**src/rtl/cmd_cfg_multi_if.sv**
```systemverilog
// Command/response handshake between the UART command path and cmd_cfg_multi.
// master: UART side (presents commands, receives responses)
// slave : the decoder (consumes commands, returns response bytes)
interface cmd_cfg_multi_if #(
    parameter int DATA_W = 16
);
    logic              cmd_rdy;
    logic [7:0]        cmd;
    logic [DATA_W-1:0] data;
    logic              clr_cmd_rdy;
    logic              snd_rsp;
    logic [7:0]        resp;

    modport master (
        output cmd_rdy, cmd, data,
        input  clr_cmd_rdy, snd_rsp, resp
    );

    modport slave (
        input  cmd_rdy, cmd, data,
        output clr_cmd_rdy, snd_rsp, resp
    );
endinterface

```
**src/rtl/cmd_cfg_multi.sv**
```systemverilog
// Quadcopter command decoder and flight-configuration register file.
// Decodes 8-bit opcodes into signed setpoint channels and a saturating thrust
// register, sequences battery conversion and motor spin-up/calibration, and
// returns ACK/NAK/battery bytes to the UART response path.
// Optional build macro: CMD_WDOG_EN adds a command-silence watchdog that
// zeroes setpoints and thrust while the motors are running.
//
// state    | meaning
// ---------+-----------------------------------------------------------
// IDLE     | waiting for cmd_rdy; the only state that decodes commands
// BATT     | conversion started, waiting for cnv_cmplt
// CAL_SPIN | motors spinning up, spin-up timer counting
// CAL_WAIT | inertial calibration running, waiting for cal_done
// RESP     | response strobe cycle for ACK/NAK
module cmd_cfg_multi #(
    parameter int NUM_SP  = 3,
    parameter int DATA_W  = 16,
    parameter int THRST_W = 9,
    parameter int TMR_W   = 26,
    parameter int WDOG_W  = 26
) (
    input  logic                     clk,
    input  logic                     rst_n,
    cmd_cfg_multi_if.slave           bus,
    input  logic [7:0]               batt,
    input  logic                     cnv_cmplt,
    input  logic                     cal_done,
    output logic [NUM_SP*DATA_W-1:0] sp,
    output logic [THRST_W-1:0]       thrst,
    output logic                     strt_cnv,
    output logic                     strt_cal,
    output logic                     inertial_cal,
    output logic                     motors_off,
    output logic                     busy
);

    localparam logic [7:0] ACK = 8'hA5;
    localparam logic [7:0] NAK = 8'hEE;
    localparam logic [7:0] OP_THRST = 8'h20;
    localparam logic [7:0] OP_BATT  = 8'h30;
    localparam logic [7:0] OP_CAL   = 8'h40;
    localparam logic [7:0] OP_LAND  = 8'h50;
    localparam logic [7:0] OP_OFF   = 8'h60;
    localparam logic [4:0] NSP5     = 5'(NUM_SP);
    localparam logic [DATA_W-1:0] THR_MAX = DATA_W'((1 << THRST_W) - 1);
    // timer value one count before full: the strobe registers as the counter wraps to all-ones
    localparam logic [TMR_W-1:0]  TMR_LAST = {{(TMR_W-1){1'b1}}, 1'b0};

    if (NUM_SP < 1 || NUM_SP > 16 || THRST_W >= DATA_W || TMR_W < 2 || WDOG_W < 2) begin : g_bad_param
        $error("cmd_cfg_multi: parameter out of range");
    end

    typedef enum logic [2:0] {IDLE, BATT, CAL_SPIN, CAL_WAIT, RESP} state_t;

    state_t            state;
    logic [DATA_W-1:0] sp_r [NUM_SP];
    logic [TMR_W-1:0]  tmr;
    logic              accept;
    logic              sp_hit;
    logic [THRST_W-1:0] thr_sat;

    assign accept          = (state == IDLE) && bus.cmd_rdy;
    assign bus.clr_cmd_rdy = accept;
    assign strt_cnv        = accept && (bus.cmd == OP_BATT);
    assign busy            = (state != IDLE);
    assign sp_hit          = (bus.cmd[7:4] == 4'h1) && ({1'b0, bus.cmd[3:0]} < NSP5);

    for (genvar g = 0; g < NUM_SP; g++) begin : g_sp
        assign sp[g*DATA_W +: DATA_W] = sp_r[g];
    end

    // thrust loads clamp: negative payload to 0, oversize payload to all-ones
    always_comb begin
        if (bus.data[DATA_W-1])
            thr_sat = '0;
        else if (bus.data > THR_MAX)
            thr_sat = '1;
        else
            thr_sat = bus.data[THRST_W-1:0];
    end

`ifdef CMD_WDOG_EN
    logic [WDOG_W-1:0] wd_cnt;
    logic              wd_fire;

    // a command accepted on the expiry cycle wins; calibration is never interrupted
    assign wd_fire = (&wd_cnt) && !accept && (state != CAL_SPIN) && (state != CAL_WAIT);

    // silence counter: runs with motors on, restarts on every accepted command
    always_ff @(posedge clk or negedge rst_n) begin
        if (!rst_n)
            wd_cnt <= '0;
        else if (motors_off || accept || (&wd_cnt))
            wd_cnt <= '0;
        else
            wd_cnt <= wd_cnt + 1'b1;
    end
`endif

    // main sequencer with registered strobes, response byte and register file
    always_ff @(posedge clk or negedge rst_n) begin
        if (!rst_n) begin
            state        <= IDLE;
            for (int i = 0; i < NUM_SP; i++) sp_r[i] <= '0;
            thrst        <= '0;
            bus.resp     <= '0;
            bus.snd_rsp  <= 1'b0;
            strt_cal     <= 1'b0;
            inertial_cal <= 1'b0;
            motors_off   <= 1'b1;
            tmr          <= '0;
        end else begin
            bus.snd_rsp <= 1'b0;
            strt_cal    <= 1'b0;
`ifdef CMD_WDOG_EN
            if (wd_fire) begin
                for (int i = 0; i < NUM_SP; i++) sp_r[i] <= '0;
                thrst <= '0;
            end
`endif
            case (state)
                IDLE: begin
                    if (bus.cmd_rdy) begin
                        state       <= RESP;
                        bus.snd_rsp <= 1'b1;
                        bus.resp    <= ACK;
                        if (sp_hit) begin
                            for (int i = 0; i < NUM_SP; i++)
                                if (bus.cmd[3:0] == 4'(i)) sp_r[i] <= bus.data;
                        end else begin
                            case (bus.cmd)
                                OP_THRST: thrst <= thr_sat;
                                OP_BATT: begin
                                    state       <= BATT;
                                    bus.snd_rsp <= 1'b0;
                                end
                                OP_CAL: begin
                                    state       <= CAL_SPIN;
                                    bus.snd_rsp <= 1'b0;
                                    motors_off  <= 1'b0;
                                    tmr         <= '0;
                                end
                                OP_LAND: begin
                                    for (int i = 0; i < NUM_SP; i++) sp_r[i] <= '0;
                                    thrst <= '0;
                                end
                                OP_OFF:  motors_off <= 1'b1;
                                default: bus.resp   <= NAK;
                            endcase
                        end
                    end
                end
                BATT: begin
                    if (cnv_cmplt) begin
                        bus.resp    <= batt;
                        bus.snd_rsp <= 1'b1;
                        state       <= IDLE;
                    end
                end
                CAL_SPIN: begin
                    tmr <= tmr + 1'b1;
                    if (tmr == TMR_LAST) begin
                        strt_cal     <= 1'b1;
                        inertial_cal <= 1'b1;
                        state        <= CAL_WAIT;
                    end
                end
                CAL_WAIT: begin
                    if (cal_done) begin
                        inertial_cal <= 1'b0;
                        bus.resp     <= ACK;
                        bus.snd_rsp  <= 1'b1;
                        state        <= RESP;
                    end
                end
                RESP:    state <= IDLE;
                default: state <= IDLE;
            endcase
        end
    end

endmodule

```
**src/flat_wrapper.sv**
```systemverilog
// flat-port wrapper written by rule: the top's interface ports become plain ports
module cmd_cfg_multi_flat 
#(
    parameter int NUM_SP  = 3,
    parameter int DATA_W  = 16,
    parameter int THRST_W = 9,
    parameter int TMR_W   = 26,
    parameter int WDOG_W  = 26
)
  (clk, rst_n, batt, cnv_cmplt, cal_done, sp, thrst, strt_cnv, strt_cal, inertial_cal, motors_off, busy, bus_cmd_rdy, bus_cmd, bus_data, bus_clr_cmd_rdy, bus_snd_rsp, bus_resp);
  cmd_cfg_multi_if #(.DATA_W(DATA_W)) bus_i ();
  input  logic clk;
  input  logic rst_n;
  input  logic [7:0] batt;
  input  logic cnv_cmplt;
  input  logic cal_done;
  output logic [NUM_SP*DATA_W-1:0] sp;
  output logic [THRST_W-1:0] thrst;
  output logic strt_cnv;
  output logic strt_cal;
  output logic inertial_cal;
  output logic motors_off;
  output logic busy;
  input wire logic [$bits(bus_i.cmd_rdy)-1:0] bus_cmd_rdy;
  input wire logic [$bits(bus_i.cmd)-1:0] bus_cmd;
  input wire logic [$bits(bus_i.data)-1:0] bus_data;
  output wire logic [$bits(bus_i.clr_cmd_rdy)-1:0] bus_clr_cmd_rdy;
  output wire logic [$bits(bus_i.snd_rsp)-1:0] bus_snd_rsp;
  output wire logic [$bits(bus_i.resp)-1:0] bus_resp;
  assign bus_i.cmd_rdy = bus_cmd_rdy;
  assign bus_i.cmd = bus_cmd;
  assign bus_i.data = bus_data;
  assign bus_clr_cmd_rdy = bus_i.clr_cmd_rdy;
  assign bus_snd_rsp = bus_i.snd_rsp;
  assign bus_resp = bus_i.resp;
  cmd_cfg_multi #(.NUM_SP(NUM_SP), .DATA_W(DATA_W), .THRST_W(THRST_W), .TMR_W(TMR_W), .WDOG_W(WDOG_W)) u_core (.clk(clk), .rst_n(rst_n), .bus(bus_i), .batt(batt), .cnv_cmplt(cnv_cmplt), .cal_done(cal_done), .sp(sp), .thrst(thrst), .strt_cnv(strt_cnv), .strt_cal(strt_cal), .inertial_cal(inertial_cal), .motors_off(motors_off), .busy(busy));
endmodule
```
**config.mk**
```make
export PLATFORM = sky130hd
export DESIGN_NAME = cmd_cfg_multi_flat
export DESIGN_NICKNAME = d
export VERILOG_FILES = /design/src/rtl/cmd_cfg_multi_if.sv /design/src/rtl/cmd_cfg_multi.sv /design/src/flat_wrapper.sv
export SDC_FILE = /design/constraint.sdc
export NUM_CORES = 1
export LEC_CHECK = 0
export ABC_AREA = 1
export CAP_MARGIN = 20
export CORE_UTILIZATION = 30
export CTS_CLUSTER_SIZE = 8
export DETAILED_ROUTE_END_ITERATION = 12
export PLACE_DENSITY = 0.55
export SLEW_MARGIN = 10
export SYNTH_ARGS = -nofsm -noshare
export SYNTH_HDL_FRONTEND = slang
export SYNTH_SLANG_ARGS = --single-unit
```
**constraint.sdc**
```tcl
create_clock -name clk -period 2.3 [get_ports clk]
set_clock_uncertainty 0.1 [all_clocks]
set_input_delay 0.46 -clock clk [delete_from_list [all_inputs] [get_ports clk]]
set_output_delay 0.46 -clock clk [all_outputs]
set_load 0.01 [all_outputs]
```
==> results of run 1 <==
[power by group]
part / internal [mW] / switching (mW) / total [mW]
clock: 0.755 / 0.726 / 1.48
combinational: 0.0824 / 0.0894 / 0.172
sequential: 1.72 / 0.000222 / 1.72
[layout make-up]
cell class | instances | area, um^2 | area share, %
clock buffer | 9 | 225 | 3.29
inverter | 49 | 189 | 2.76
timing repair buffer | 138 | 1350 | 19.7
sequential | 98 | 2450 | 35.9
tap | 220 | 275 | 4.02
clock inverter | 7 | 62.6 | 0.914
multi-input combinational | 466 | 2290 | 33.4
[layer usage]
| layer | up-vias | wire length, um |
|---|---|---|
| li1 | 2269 | - |
| met1 | 2077 | 6400 |
| met2 | 83 | 6480 |
| met3 | 18 | 468 |
| met4 | 0 | 278 |
| met5 | - | 0 |
[path summary, 6_finish.rpt]
kind	end
setup / recovery	strt_cnv
hold / removal	u_core.sp[35]
setup reg to reg	u_core.sp[15]
hold reg to reg	u_core.sp[35]
max in group asynchronous	u_core.motors_off
min in group asynchronous	u_core.sp[37]
[placed cells by master (no fill, tap or decap), types with 2 or more instances in the layout]
cell and n:
o21ai_0 16, o21ai_1 32, inv_2 4, buf_12 4, or2_2 7, inv_1 44
ha_1 2, nand2_1 220, nand2_2 4, inv_6 3, clkdlybuf4s50_1 104, o21ai_2 29
xor2_1 5, xnor2_1 4, nor2_1 67, nand3_4 3, nand3_1 43, nand2_4 3
buf_4 26, clkbuf_16 9, nor2_2 4, dlygate4sd2_1 2, a21oi_1 13, dfrtp_1 96
nor2_4 5, clkinv_2 2
[worst reg2reg max path, cell delays in order (launching register included)]
cell	delay, ns
dfrtp_2	0.43
nor2_4	0.15
nand2_4	0.12
nor2_8	0.13
buf_4	0.14
buf_4	0.16
nand3_4	0.09
buf_12	0.18
nand2_1	0.11
o21ai_2	0.06
[timing repair]
action | CTS | global route
endpoints found under the setup margin | 2 | 1
cloned | 0 | 0
pin swaps | 3 | 0
gates resized for setup | 5 | 3
buffers inserted | 4 | 0
endpoints found under the hold margin | 25 | 0
hold buffers | 1 | 0
[flip-flops by register name (all words and copies together) (netlist names)]
register,flops
u_core.strt_cal,1
u_core.bus.snd_rsp,1
u_core.sp,48
u_core.state,3
u_core.tmr,26
u_core.inertial_cal,1
u_core.bus.resp,8
u_core.motors_off,1
u_core.thrst,9
[cells by family (layout without fill, tap and decap cells)]
group / count (synthesis) / after routing / synth area share, %
and+or+nand+nor: 361 / 361 / 31.1
DFF: 98 / 98 / 48.0
AOI/OAI and AO/OA: 94 / 94 / 11.6
buffers and inverters: 68 / 203 / 7.32
xor gates and xnor gates: 9 / 9 / 1.54
adders and majority gates: 2 / 2 / 0.490
==> run summary, run 1 <==
====================================================================================
Clock latency on the worst-skew pair ..................................      0.36 ns
Pre-Repair DR Iteration Count .........................................            5
Number of buffer cells added on primary ports .........................          108
Number of synthesized flops with an enable pin ........................            0
Placeable core region .................................................  16,600 um^2
Final setup violating endpoints .......................................            0
Clk sinks .............................................................           98
Aggregate negative setup slack ........................................         0 ns
Global-route track usage on met1 ......................................        22.7%
Met3 capacity usage during global routing .............................        2.38%
Total leakage power ...................................................      3.05 nW
Post-DR vias/cell .....................................................         4.51
Leading post-synthesis cells by instance count ........................ 221 x nand2_1, 97 x dfrtp_1, 67 x nor2_1
Cell count of the worst hold path .....................................            2
Residual overflow from global routing .................................            0
Filler instances ......................................................        1,694
Worst r2r src ......................................................... u_core.state[2]
Routability congestion estimate .......................................        0.863
Depth of the critical timing path with buffers and inverters included .            7
Final worst setup slack ...............................................     0.182 ns
Met2 track demand over resource in global routing .....................        26.2%
Clock Tree Buf Depth ..................................................            2
Area post-placement ...................................................    6520 um^2
Layout net count ......................................................          801
Worst voltage drop across the vdd grid ................................       326 uV
F_max .................................................................    0.472 GHz
Count of mapped cells out of synthesis ................................          632
Share of async-settable or async-resettable flops after synthesis .....         100%
Final count of hold timing violations .................................            0
Kind of cell adding the most delay to the critical path ............... simple AND/OR/NAND/NOR gates
Wire length per cell after detailed routing ...........................      13.8 um
Worst-path clk slew ...................................................      0.07 ns
Setup repair after global routing missed its margin ...................        false
Wire length of the first global-routing pass ..........................    23,100 um
Max Slew Vio Count ....................................................            0
Setup Slack @ Placement ...............................................    -0.194 ns
# H-tree levels .......................................................            3
Final cycle utilization of the critical path ..........................        92.1%
Top FF cell, synth ....................................................      dfrtp_1
Die Y .................................................................       133 um
Synthesized area per cell .............................................    8.09 um^2
Synth top area share ..................................................        47.5%
Initial core utilization ..............................................        30.8%
Arrival time of data at the critical path endpoint ....................      1.56 ns
Register-to-register setup slack ......................................      0.53 ns
Worst slew pin tran ...................................................     0.364 ns
Most area-consuming cells after synthesis ............................. dfrtp_1 47%, nand2_1 16%, o21ai_2 5.0%
CP Data Required Time .................................................      1.74 ns
Cell-by-cell listing of the critical path ............................. nor2_4 > nand2_4 > nor2_8 > buf_4 > inv_6 > nor2_1 > clkbuf_2
Cell with the biggest individual delay on the critical path ...........      dfrtp_2
Aggregate routed wire length ..........................................    13,600 um
Post-synth net total ..................................................          671
Warning count from the yosys run ......................................            0
Hold crit path type ...................................................      reg2reg
Antenna violation net count after detailed routing ....................            0
Clock root cell .......................................................    clkbuf_16
Number of remaining DRC errors ........................................            0
Count of unique library cells instantiated by Yosys ...................           34
Post-layout min period ................................................      2.12 ns
Flop and latch count out of synthesis .................................           98
Top-level port count ..................................................          109
Violation count after the first detailed-routing iteration ............          211
Hold WS ...............................................................     0.385 ns
Layout overhead on the synthesized area ...............................        33.9%
Startpoint of the most critical setup path ............................ u_core.state[2]
Critical path class ...................................................      reg2out
Maxcap violations .....................................................            0
Sequential cell area fraction in the yosys report .....................        48.0%
Final instance area ...................................................    6840 um^2
Count of placed standard cells including taps .........................          966
Post-layout power .....................................................      3.37 mW
Share of post-route cells with drive strength above 1 .................        14.7%
Type of origin of the critical path ...................................     register
Largest net degree at the start of global routing .....................           52
Largest fanout on the critical path ...................................            6
Clock tree from TritonCTS .............................................          yes
Total global routing track utilization ................................        16.6%
Normalized max-slew margin ............................................        75.7%
Most used routing layer ...............................................         met2
Areal power density over the cells ....................................  493 nW/um^2
Hold Startpoint ....................................................... u_core.sp[35]
Area leader, netlist ..................................................      dfrtp_1
Final design utilization ..............................................        41.3%
Length in cells of the worst reg-to-reg path ..........................            9
Full die area .........................................................  17,600 um^2
Number of global-route vias before repair .............................        4,540
Final std cells w/o fill ..............................................          987
Initial antenna violation count .......................................            0
DR vias ...............................................................        4,447
CP bufs+invs ..........................................................            3
Ant. Diodes ...........................................................            0
Critical path endpoint category ....................................... primary output
Dpl hpwl ..............................................................    10,200 um
Most frequently used cell type in the post-synthesis netlist ..........      nand2_1
Die X .................................................................       133 um
Row count .............................................................           47
Combined area of all synthesized cells ................................    5110 um^2
Total CTS buffers .....................................................            9
Slowest stage delay, CP ...............................................      0.43 ns
Result of the run ..................................................... finished, final reports clean
====================================================================================
Power figures use the tool's default switching activity.
==> run 2: changes to the inputs <==
--- a/config.mk
+++ b/config.mk
@@ -7,6 +7,7 @@
 export LEC_CHECK = 0
 export ABC_AREA = 1
 export CAP_MARGIN = 20
+export CORE_ASPECT_RATIO = 1.1
 export CORE_UTILIZATION = 30
 export CTS_CLUSTER_SIZE = 8
 export DETAILED_ROUTE_END_ITERATION = 12
==> run 2 against run 1 <==
Effect of this change: first-iteration DRC count grew 5.7%; global-route usage about the same; routed wire length up 0.65%; cell count shrank 1.3%; combinational power grew 2%; non-clock buffer count rose by 3; flip-flop and latch count unchanged; power up 4.0%; clock power increased by 9%; via count rose by 1.1%; fmax shrank 2.9%; design area rose by 0.46%; highest routed layer unchanged.
==> run summary, run 2 (same netlist as run 1, synthesis figures left out) <==
==========================================================================
Result of the run ........................................... finished, final reports clean
Layout overhead on the synthesized area .....................        34.5%
Worst-path clk slew .........................................      0.07 ns
Met3 capacity usage during global routing ...................        6.56%
CP bufs+invs ................................................            3
Initial antenna violation count .............................            0
Worst slew pin tran .........................................     0.462 ns
Final setup violating endpoints .............................            0
Max Slew Vio Count ..........................................            0
Global-route track usage on met1 ............................        20.0%
Count of placed standard cells including taps ...............          956
Final count of hold timing violations .......................            0
Ant. Diodes .................................................            0
Setup repair after global routing missed its margin .........        false
Worst voltage drop across the vdd grid ......................       383 uV
Clock latency on the worst-skew pair ........................      0.36 ns
Leading cell type in the layout, fill and taps excluded .....      nand2_1
Clock tree from TritonCTS ...................................          yes
Maxcap violations ...........................................            0
F_max .......................................................    0.458 GHz
Final cycle utilization of the critical path ................        94.9%
Normalized max-slew margin ..................................        69.2%
Combinational cell fraction of total power ..................         5.0%
Post-DR vias/cell ...........................................         4.61
Type of origin of the critical path ......................... primary input
Number of global-route vias before repair ...................        4,609
Violation count after the first detailed-routing iteration ..          223
Hold crit path type .........................................      reg2reg
Clock root cell .............................................    clkbuf_16
Arrival time of data at the critical path endpoint ..........      1.62 ns
Top-level port count ........................................          109
Kind of cell adding the most delay to the critical path ..... buffers and inverters
Wire length per cell after detailed routing .................      14.1 um
Share of post-route cells with drive strength above 1 .......        14.5%
Hold WS .....................................................     0.384 ns
Aggregate routed wire length ................................    13,700 um
Total CTS buffers ...........................................            9
Number of buffer cells added on primary ports ...............          108
Pre-Repair DR Iteration Count ...............................            4
Crit-path most repeated cell ................................      nand2_1
Sequential fraction of design power .........................        49.1%
Met2 track demand over resource in global routing ...........        27.7%
Largest fanout on the critical path .........................            2
Placeable core region .......................................  16,500 um^2
Layout net count ............................................          804
Full die area ...............................................  17,600 um^2
Largest net degree at the start of global routing ...........           36
Cell with the biggest individual delay on the critical path . clkdlybuf4s50_1
Total global routing track utilization ......................        16.6%
Die Y .......................................................       139 um
CP Data Required Time .......................................      1.74 ns
DR vias .....................................................        4,494
Total leakage power .........................................      3.09 nW
Commonest non-fill, non-tap cells in the layout ............. 221 x nand2_1, 105 x clkdlybuf4s50_1, 97 x dfrtp_1
Final std cells w/o fill ....................................          974
Die X .......................................................       126 um
Areal power density over the cells ..........................  511 nW/um^2
Cell-by-cell listing of the critical path ................... clkdlybuf4s50_1 > inv_1 > nand2_1 > nor2_2 > nand2_1 > nor2_1 > dlygate4sd2_1
Switching power .............................................     0.827 mW
Cell-internal power .........................................      2.68 mW
Flip-flop count of the largest register after layout ........           48
Switching share of total power ..............................        23.6%
Wire length of the first global-routing pass ................    23,100 um
Routability congestion estimate .............................        0.878
Dpl hpwl ....................................................    10,400 um
Clock Tree Buf Depth ........................................            2
Number of remaining DRC errors ..............................            0
Initial core utilization ....................................        31.0%
Slowest stage delay, CP .....................................      0.43 ns
Most used routing layer .....................................         met2
Critical path endpoint category ............................. primary output
Clk sinks ...................................................           98
Antenna violation net count after detailed routing ..........            0
Row count ...................................................           49
Critical path class .........................................       in2out
Relative contribution of the clock network to total power ...        45.9%
Post-layout min period ......................................      2.18 ns
Residual overflow from global routing .......................            0
# H-tree levels .............................................            3
==========================================================================
[run 2: cell count changes in the layout (fill, tap and decap cells not counted), sizes merged]
cell / change
buf: +3
clkinv: -2
inv: +2
bufinv: +1
clkbuf: -1
clkdlybuf4s50: +1
clkinvlp: -1
[run 2: area by class of cell]
| cell class | count | area [um^2] |
|---|---|---|
| clock buffer | 9 | 225 |
| multi-input combinational | 466 | 2280 |
| clock inverter | 7 | 90.1 |
| inverter | 49 | 189 |
| tap | 204 | 255 |
| timing repair buffer | 141 | 1380 |
| fill | 1689 | 9620 |
| sequential | 98 | 2450 |
[run 2: path summary, 6_finish.rpt]
| kind | start | to | slack [ns] | cells after the start |
|---|---|---|---|---|
| hold reg to reg | u_core.sp[38] | u_core.sp[38] | 0.38 | 2 |
| setup / recovery | bus_cmd[0] | strt_cnv | 0.12 | 7 |
| hold / removal | u_core.sp[38] | u_core.sp[38] | 0.38 | 2 |
| setup reg to reg | u_core.tmr[0] | u_core.tmr[16] | 0.48 | 7 |
| min in group asynchronous | rst_n | u_core.tmr[6] | 0.50 | 2 |
| max in group asynchronous | rst_n | u_core.sp[15] | 0.86 | 3 |
[run 2: through the flow]
| step | utilization (%) | worst slack [ns] | instance area [um^2] | power [mW] | TNS, ns |
|---|---|---|---|---|---|
| 2_1_floorplan | - | 0.486 | 5110 | 1.79 | 0 |
| 3_3_place_gp | 39.7 | -0.145 | 6540 | 1.93 | -0.149 |
| 3_5_place_dp | 39.7 | -0.164 | 6540 | 1.93 | -0.272 |
| 4_1_cts | 41.7 | 0.111 | 6870 | 3.57 | 0 |
| 5_1_grt | 41.7 | 0.00566 | 6870 | 3.66 | 0 |
| 6_report | 41.7 | 0.118 | 6870 | 3.51 | 0 |
[run 2: what timing repair did]
item	CTS	global route
endpoints found under the hold margin	31	0
setup endpoints to repair	2	0
hold buffers	1	0
gates resized for setup	2	0
setup buffers	1	0
[run 2: worst register-to-register path: cells and delay by family (launching register included)]
family / cells / cell delay, ns
simple gates: 3 / 0.56
fa+ha+maj: 1 / 0.27
compound gates: 1 / 0.08
buf+inv: 1 / 0.09
xor+xnor: 1 / 0.14
flops: 1 / 0.46
[run 2: routing by layer]
metal,vias to the layer above,part of all wire [%],routed length (um)
met4,0,1.3,178
met5,-,0,0
met2,88,49,6730
met1,2127,43,5870
li1,2268,-,-
met3,11,6.9,940
[run 2: power by group through the flow]
stage / Sequential, mW / Combinational (mW) / Clock, mW
after floorplan: 1.76 / 0.0358 / 0
after global placement: 1.76 / 0.175 / 0
after detailed placement: 1.76 / 0.179 / 0
after CTS: 1.72 / 0.180 / 1.67
after global routing: 1.72 / 0.194 / 1.75
final: 1.72 / 0.176 / 1.61
